===== src/rtl/node_stream_injector_if.sv =====
// Bundle of the node-side request handshake, router stream, credit return
// and status signals for node_stream_injector.
interface node_stream_injector_if #(
  parameter int unsigned net_width  = 4,
  parameter int unsigned data_width = 128,
  parameter int unsigned credit_max = 2
);
  localparam int unsigned stream_width = data_width + net_width;
  localparam int unsigned cw           = $clog2(credit_max + 1);

  logic                    req_valid;
  logic                    req_ready;
  logic [net_width-1:0]    req_addr;
  logic [data_width-1:0]   req_data;
  logic [stream_width-1:0] out_stream;
  logic                    out_valid;
  logic                    credit_ret;
  logic                    loop_valid;
  logic [data_width-1:0]   loop_data;
  logic [cw-1:0]           credits;
  logic                    err_credit;

  modport master (
    output req_valid, req_addr, req_data, credit_ret,
    input  req_ready, out_stream, out_valid, loop_valid, loop_data,
           credits, err_credit
  );

  modport slave (
    input  req_valid, req_addr, req_data, credit_ret,
    output req_ready, out_stream, out_valid, loop_valid, loop_data,
           credits, err_credit
  );
endinterface


===== src/rtl/node_stream_injector.sv =====
// Transmit-side router interface: buffers node requests in a FIFO and
// injects them as {addr, data} stream words under credit flow control.
module node_stream_injector #(
  parameter int unsigned           net_width    = 4,
  parameter int unsigned           data_width   = 128,
  parameter int unsigned           stream_width = data_width + net_width,
  parameter int unsigned           fifo_depth   = 4,
  parameter int unsigned           credit_max   = 2,
  parameter logic [net_width-1:0]  local_addr   = '0
) (
  input logic                  clk,
  input logic                  rst,
  node_stream_injector_if.slave io
);
  localparam int unsigned AW = $clog2(fifo_depth);
  localparam int unsigned CW = $clog2(credit_max + 1);

  typedef logic [stream_width-1:0] word_t;

  word_t                 mem_q [fifo_depth];
  logic [AW:0]           wr_ptr_q, wr_ptr_d;
  logic [AW:0]           rd_ptr_q, rd_ptr_d;
  logic [CW-1:0]         credits_q, credits_d;
  logic                  err_q, err_d;
  word_t                 out_stream_q, out_stream_d;
  logic                  out_valid_q, out_valid_d;
  logic                  loop_valid_q, loop_valid_d;
  logic [data_width-1:0] loop_data_q, loop_data_d;

  logic full, empty, accept, is_local, enq, send;

  // Full when indices match but the wrap bits differ.
  assign full     = (wr_ptr_q[AW-1:0] == rd_ptr_q[AW-1:0]) &&
                    (wr_ptr_q[AW] != rd_ptr_q[AW]);
  assign empty    = (wr_ptr_q == rd_ptr_q);
  assign accept   = io.req_valid && !full;
  assign is_local = (io.req_addr == local_addr);
  assign enq      = accept && !is_local;
  assign send     = !empty && (credits_q != '0);

  always_comb begin
    wr_ptr_d     = wr_ptr_q;
    rd_ptr_d     = rd_ptr_q;
    credits_d    = credits_q;
    err_d        = err_q;
    out_valid_d  = send;
    out_stream_d = '0;
    loop_valid_d = accept && is_local;
    loop_data_d  = loop_data_q;

    if (enq)
      wr_ptr_d = wr_ptr_q + 1'b1;
    if (send) begin
      rd_ptr_d     = rd_ptr_q + 1'b1;
      out_stream_d = mem_q[rd_ptr_q[AW-1:0]];
    end
    if (accept && is_local)
      loop_data_d = io.req_data;

    // A return with no slot outstanding saturates and flags the router.
    if (io.credit_ret && !send && (credits_q == CW'(credit_max)))
      err_d = 1'b1;
    else
      credits_d = credits_q - CW'(send) + CW'(io.credit_ret);
  end

  always_ff @(posedge clk) begin
    if (enq)
      mem_q[wr_ptr_q[AW-1:0]] <= {io.req_addr, io.req_data};
  end

  always_ff @(posedge clk or posedge rst) begin
    if (rst) begin
      wr_ptr_q     <= '0;
      rd_ptr_q     <= '0;
      credits_q    <= CW'(credit_max);
      err_q        <= 1'b0;
      out_stream_q <= '0;
      out_valid_q  <= 1'b0;
      loop_valid_q <= 1'b0;
      loop_data_q  <= '0;
    end else begin
      wr_ptr_q     <= wr_ptr_d;
      rd_ptr_q     <= rd_ptr_d;
      credits_q    <= credits_d;
      err_q        <= err_d;
      out_stream_q <= out_stream_d;
      out_valid_q  <= out_valid_d;
      loop_valid_q <= loop_valid_d;
      loop_data_q  <= loop_data_d;
    end
  end

  assign io.req_ready  = !full;
  assign io.out_stream = out_stream_q;
  assign io.out_valid  = out_valid_q;
  assign io.loop_valid = loop_valid_q;
  assign io.loop_data  = loop_data_q;
  assign io.credits    = credits_q;
  assign io.err_credit = err_q;
endmodule

===== src/flat_wrapper.sv =====
// flat-port wrapper written by rule: the top's interface ports become plain ports
module node_stream_injector_flat 
#(
  parameter int unsigned           net_width    = 4,
  parameter int unsigned           data_width   = 128,
  parameter int unsigned           stream_width = data_width + net_width,
  parameter int unsigned           fifo_depth   = 4,
  parameter int unsigned           credit_max   = 2,
  parameter logic [net_width-1:0]  local_addr   = '0
)
  (clk, rst, io_req_valid, io_req_addr, io_req_data, io_credit_ret, io_req_ready, io_out_stream, io_out_valid, io_loop_valid, io_loop_data, io_credits, io_err_credit);
  node_stream_injector_if #(.net_width(net_width), .data_width(data_width), .credit_max(credit_max)) io_i ();
  input logic clk;
  input logic rst;
  input wire logic [$bits(io_i.req_valid)-1:0] io_req_valid;
  input wire logic [$bits(io_i.req_addr)-1:0] io_req_addr;
  input wire logic [$bits(io_i.req_data)-1:0] io_req_data;
  input wire logic [$bits(io_i.credit_ret)-1:0] io_credit_ret;
  output wire logic [$bits(io_i.req_ready)-1:0] io_req_ready;
  output wire logic [$bits(io_i.out_stream)-1:0] io_out_stream;
  output wire logic [$bits(io_i.out_valid)-1:0] io_out_valid;
  output wire logic [$bits(io_i.loop_valid)-1:0] io_loop_valid;
  output wire logic [$bits(io_i.loop_data)-1:0] io_loop_data;
  output wire logic [$bits(io_i.credits)-1:0] io_credits;
  output wire logic [$bits(io_i.err_credit)-1:0] io_err_credit;
  assign io_i.req_valid = io_req_valid;
  assign io_i.req_addr = io_req_addr;
  assign io_i.req_data = io_req_data;
  assign io_i.credit_ret = io_credit_ret;
  assign io_req_ready = io_i.req_ready;
  assign io_out_stream = io_i.out_stream;
  assign io_out_valid = io_i.out_valid;
  assign io_loop_valid = io_i.loop_valid;
  assign io_loop_data = io_i.loop_data;
  assign io_credits = io_i.credits;
  assign io_err_credit = io_i.err_credit;
  node_stream_injector #(.net_width(net_width), .data_width(data_width), .stream_width(stream_width), .fifo_depth(fifo_depth), .credit_max(credit_max), .local_addr(local_addr)) u_core (.clk(clk), .rst(rst), .io(io_i));
endmodule

===== config.mk =====
export PLATFORM = sky130hd
export DESIGN_NAME = node_stream_injector_flat
export DESIGN_NICKNAME = d
export VERILOG_FILES = /design/src/rtl/node_stream_injector_if.sv /design/src/rtl/node_stream_injector.sv /design/src/flat_wrapper.sv
export SDC_FILE = /design/constraint.sdc
export NUM_CORES = 1
export LEC_CHECK = 0
export ABC_CLOCK_PERIOD_IN_PS = 25900
export BUFFER_PORTS_ARGS = -buffer_cell sky130_fd_sc_hd__buf_4
export CAP_MARGIN = 20
export CORE_MARGIN = 1
export CORE_UTILIZATION = 40
export CTS_CLUSTER_DIAMETER = 30
export DETAILED_ROUTE_END_ITERATION = 8
export GPL_TIMING_DRIVEN = 0
export PLACE_DENSITY = 0.68
export REMOVE_ABC_BUFFERS = 1
export SLEW_MARGIN = 10
export SYNTH_ARGS = -nofsm -noshare
export SYNTH_HDL_FRONTEND = slang
export SYNTH_SLANG_ARGS = --single-unit

===== constraint.sdc =====
create_clock -name clk -period 25.9 [get_ports clk]
set_input_delay 2.59 -clock clk [delete_from_list [all_inputs] [get_ports clk]]
set_output_delay 2.59 -clock clk [all_outputs]
set_load 0.05 [all_outputs]

==> impl_metrics.env <==
export IMPL_outcome="finished clean"
export IMPL_io_pins=402
export IMPL_n_antenna_cell=0
export IMPL_clock_sinks=799
export IMPL_slew_headroom_pct=39.2
export IMPL_finalSetupViolCount=0
export IMPL_min_period_over_period_pct=20.6
export IMPL_syn_instance_count=1300
export IMPL_start_util_pct=40.7
export IMPL_yosysSeqAreaShare_pct=79.0
export IMPL_ctsHoldBuffers=0
export IMPL_crit_arrival_ps=2740
export IMPL_cts_buffer_depth=3
export IMPL_synth_edff_count=528
export IMPL_async_flop_share_pct=33.9
export IMPL_ys_types=37
export IMPL_cts_tree="done"
export IMPL_antenna_found_initial=0
export IMPL_cp_end_kind="output pin"
export IMPL_drtPass1Iterations=4
export IMPL_die_area_um2=72800
export IMPL_numCtsBuffers=156
export IMPL_path_clk_slew_ps=50
export IMPL_synth_ff_type="edfxtp_1"
export IMPL_synth_top_area_share_pct=55.3
export IMPL_core_rowCount=97
export IMPL_htree_levels=4
export IMPL_final_nets=1980
export IMPL_cts_root_buf="clkbuf_16"
export IMPL_rr_worst_depth=8
export IMPL_peakVddDrop_uv=147
export IMPL_post_synth_top_count_cell="edfxtp_1"
export IMPL_synth_area_per_cell_um2=22.1
export IMPL_drt_wl_total_mm=60.2
export IMPL_powerDensity_nw_per_um2=156
export IMPL_timing_rr_start="u_core.rd_ptr_q[0]$_DFFE_PP0P_"
export IMPL_cap_violations=0
export IMPL_grt_pass1_wl_mm=94.0
export IMPL_required_ps=23310
export IMPL_place_port_buffers=401
export IMPL_clock_latency_ps=710
export IMPL_num_vias=14200
export IMPL_detail_route_antenna_nets=0
export IMPL_dp_hpwl_mm=35.8
export IMPL_overflow=0
export IMPL_maxSlewViolCount=0
export IMPL_drtIter0Drc=697
export IMPL_final_util_pct=55.2
export IMPL_cpPeakStageDelay_ps=910
export IMPL_fp_coreArea_um2=70500
export IMPL_post_cts_repair_setup_buffers=0
export IMPL_die_h_um=270
export IMPL_startpoint="u_core.rd_ptr_q[0]$_DFFE_PP0P_"
export IMPL_wl_per_cell_um=20.7
export IMPL_worstHoldPathType="flip-flop to flip-flop"
export IMPL_grtUsageTotal_pct=17.0
export IMPL_synthTopCellsByArea="edfxtp_1 (55%), dfrtp_1 (24%), mux4_2 (10%), mux2_2 (5.1%), nor2b_1 (2.9%)"
export IMPL_syn_area_um2=28700
export IMPL_final_min_clock_period_ps=5330
export IMPL_viasPerCell=4.88
export IMPL_die_w_um=270
export IMPL_syn2layout_area_growth_pct=35.8
export IMPL_p_leak_nw=15.2
export IMPL_skew_ps=43.4
export IMPL_yosysWarnings=0
export IMPL_hold_depth=1
export IMPL_synth_seq_cells=799
export IMPL_yosysTopAreaCell="edfxtp_1"
export IMPL_grt_pass1_vias=16100
export IMPL_gp_congestion=0.752
export IMPL_tightest_slew_ps=910
export IMPL_path_class="flip-flop to output pin"
export IMPL_critPathLaunchType="flip-flop"
export IMPL_ctsResizeCount=0
export IMPL_hold_viol_final=0
export IMPL_drcViolationCount=0
export IMPL_grt_setup_unrepaired="no"
export IMPL_crit_chain="buf_16 -> xnor2_1 -> nand3_1 -> buf_4"
export IMPL_fmaxAchievable_ghz=0.188
export IMPL_tns_ps=0
export IMPL_synthTopCellsByCount="edfxtp_1 (528), dfrtp_1 (270), mux4_2 (132), nor2b_1 (132), mux2_2 (130)"
export IMPL_drive_above_1_share_pct=49.4
export IMPL_worstHoldStart="u_core.io.loop_data[28]$_DFFE_PP0P_"
export IMPL_critPathMaxFanout=36
export IMPL_grt_max_degree=106
export IMPL_cp_slowest_cell="dfrtp_4"
==> kinds of logic (layout without fill, tap and decap cells) <==
group                      count (synthesis)  after routing  share of synthesized area (%)
DFF                                      799            799                           79.0
muxes                                    262            262                           15.5
and+or+nand+nor                          148            148                           3.22
buffers and inverters                     65            737                           1.30
AOI/OAI and AO/OA                         10             10                          0.419
xor gates and xnor gates                   9              9                          0.327
adders and majority gates                  7              7                          0.305
==> power breakdown <==
part	internal, W	leakage, nW	switching, W
Clock	0.00138	2.69	0.000688
Sequential	0.00178	8.20	0.000161
Combinational	0.000763	4.29	0.00129
Total	0.00392	15.2	0.00214
==> through the flow <==
step	instances	area (µm²)	worst slack (ps)	power, W	hold slack [ps]
2_1_floorplan	1242	28300	15650	0.00340	579
4_1_cts	2912	38900	20400	0.00614	501
3_3_place_gp	2583	32500	10050	0.00412	459
6_report	2912	38900	20570	0.00606	502
3_5_place_dp	2619	33300	21100	0.00404	480
5_1_grt	2912	38900	20330	0.00631	512
==> worst max-delay path: cells and delay by family (launching register included) <==
family	cells	cell delay, ps
buffers and inverters	2	580
flip-flops	1	910
XOR/XNOR	1	260
AND/OR/NAND/NOR	1	200
==> sequential cells by signal, summed over array words and instances, names as in the netlist <==
signal,count
u_core.rd_ptr_q,3
u_core.io.out_stream,132
u_core.io.loop_valid,1
u_core.mem_q,528
u_core.wr_ptr_q,3
u_core.io.credits,2
u_core.io.loop_data,128
u_core.io.err_credit,1
u_core.io.out_valid,1
==> layout make-up <==
class | instances | area, µm²
fill | 5309 | 31600
sequential | 799 | 22600
multi-input combinational | 436 | 5670
clock buffer | 201 | 4330
timing repair buffer | 437 | 3800
clock inverter | 92 | 1280
tap | 940 | 1180
inverter | 7 | 33.8
==> layout by cell type, fill, tap and decap left out, types with 7 or more instances in the layout <==
cell,Yosys,routed
buf_4,3,401
mux4_2,132,132
clkbuf_8,0,19
mux2_2,130,130
clkinv_2,0,22
nor2b_1,132,132
ha_1,7,7
dfrtp_1,270,268
clkinv_1,0,7
clkinv_16,0,10
buf_16,0,19
bufinv_16,0,18
edfxtp_1,528,528
buf_8,0,14
clkbuf_16,0,159
clkinv_4,0,13
clkinvlp_4,0,14
clkbuf_1,20,23
==> path summary, 6_finish.rpt <==
check                      slack, ps                                   end
min in group asynchronous       1860  u_core.io.loop_data[127]$_DFFE_PP0P_
min                              500   u_core.io.loop_data[28]$_DFFE_PP0P_
max in group asynchronous      22910   u_core.io.loop_data[94]$_DFFE_PP0P_
min reg2reg                      500   u_core.io.loop_data[28]$_DFFE_PP0P_
max reg2reg                    22190    u_core.io.loop_data[9]$_DFFE_PP0P_
max                            20570                          io_req_ready
==> layer usage <==
layer  vias up  track usage (%)  wire length [µm]
met2       410             28.7             31100
li1       6195                -                 -
met4         0             6.91              1540
met5         -                0                 0
met1      7503             20.4             23900
met3       116             5.03              3630
Power figures use the tool's default switching activity.
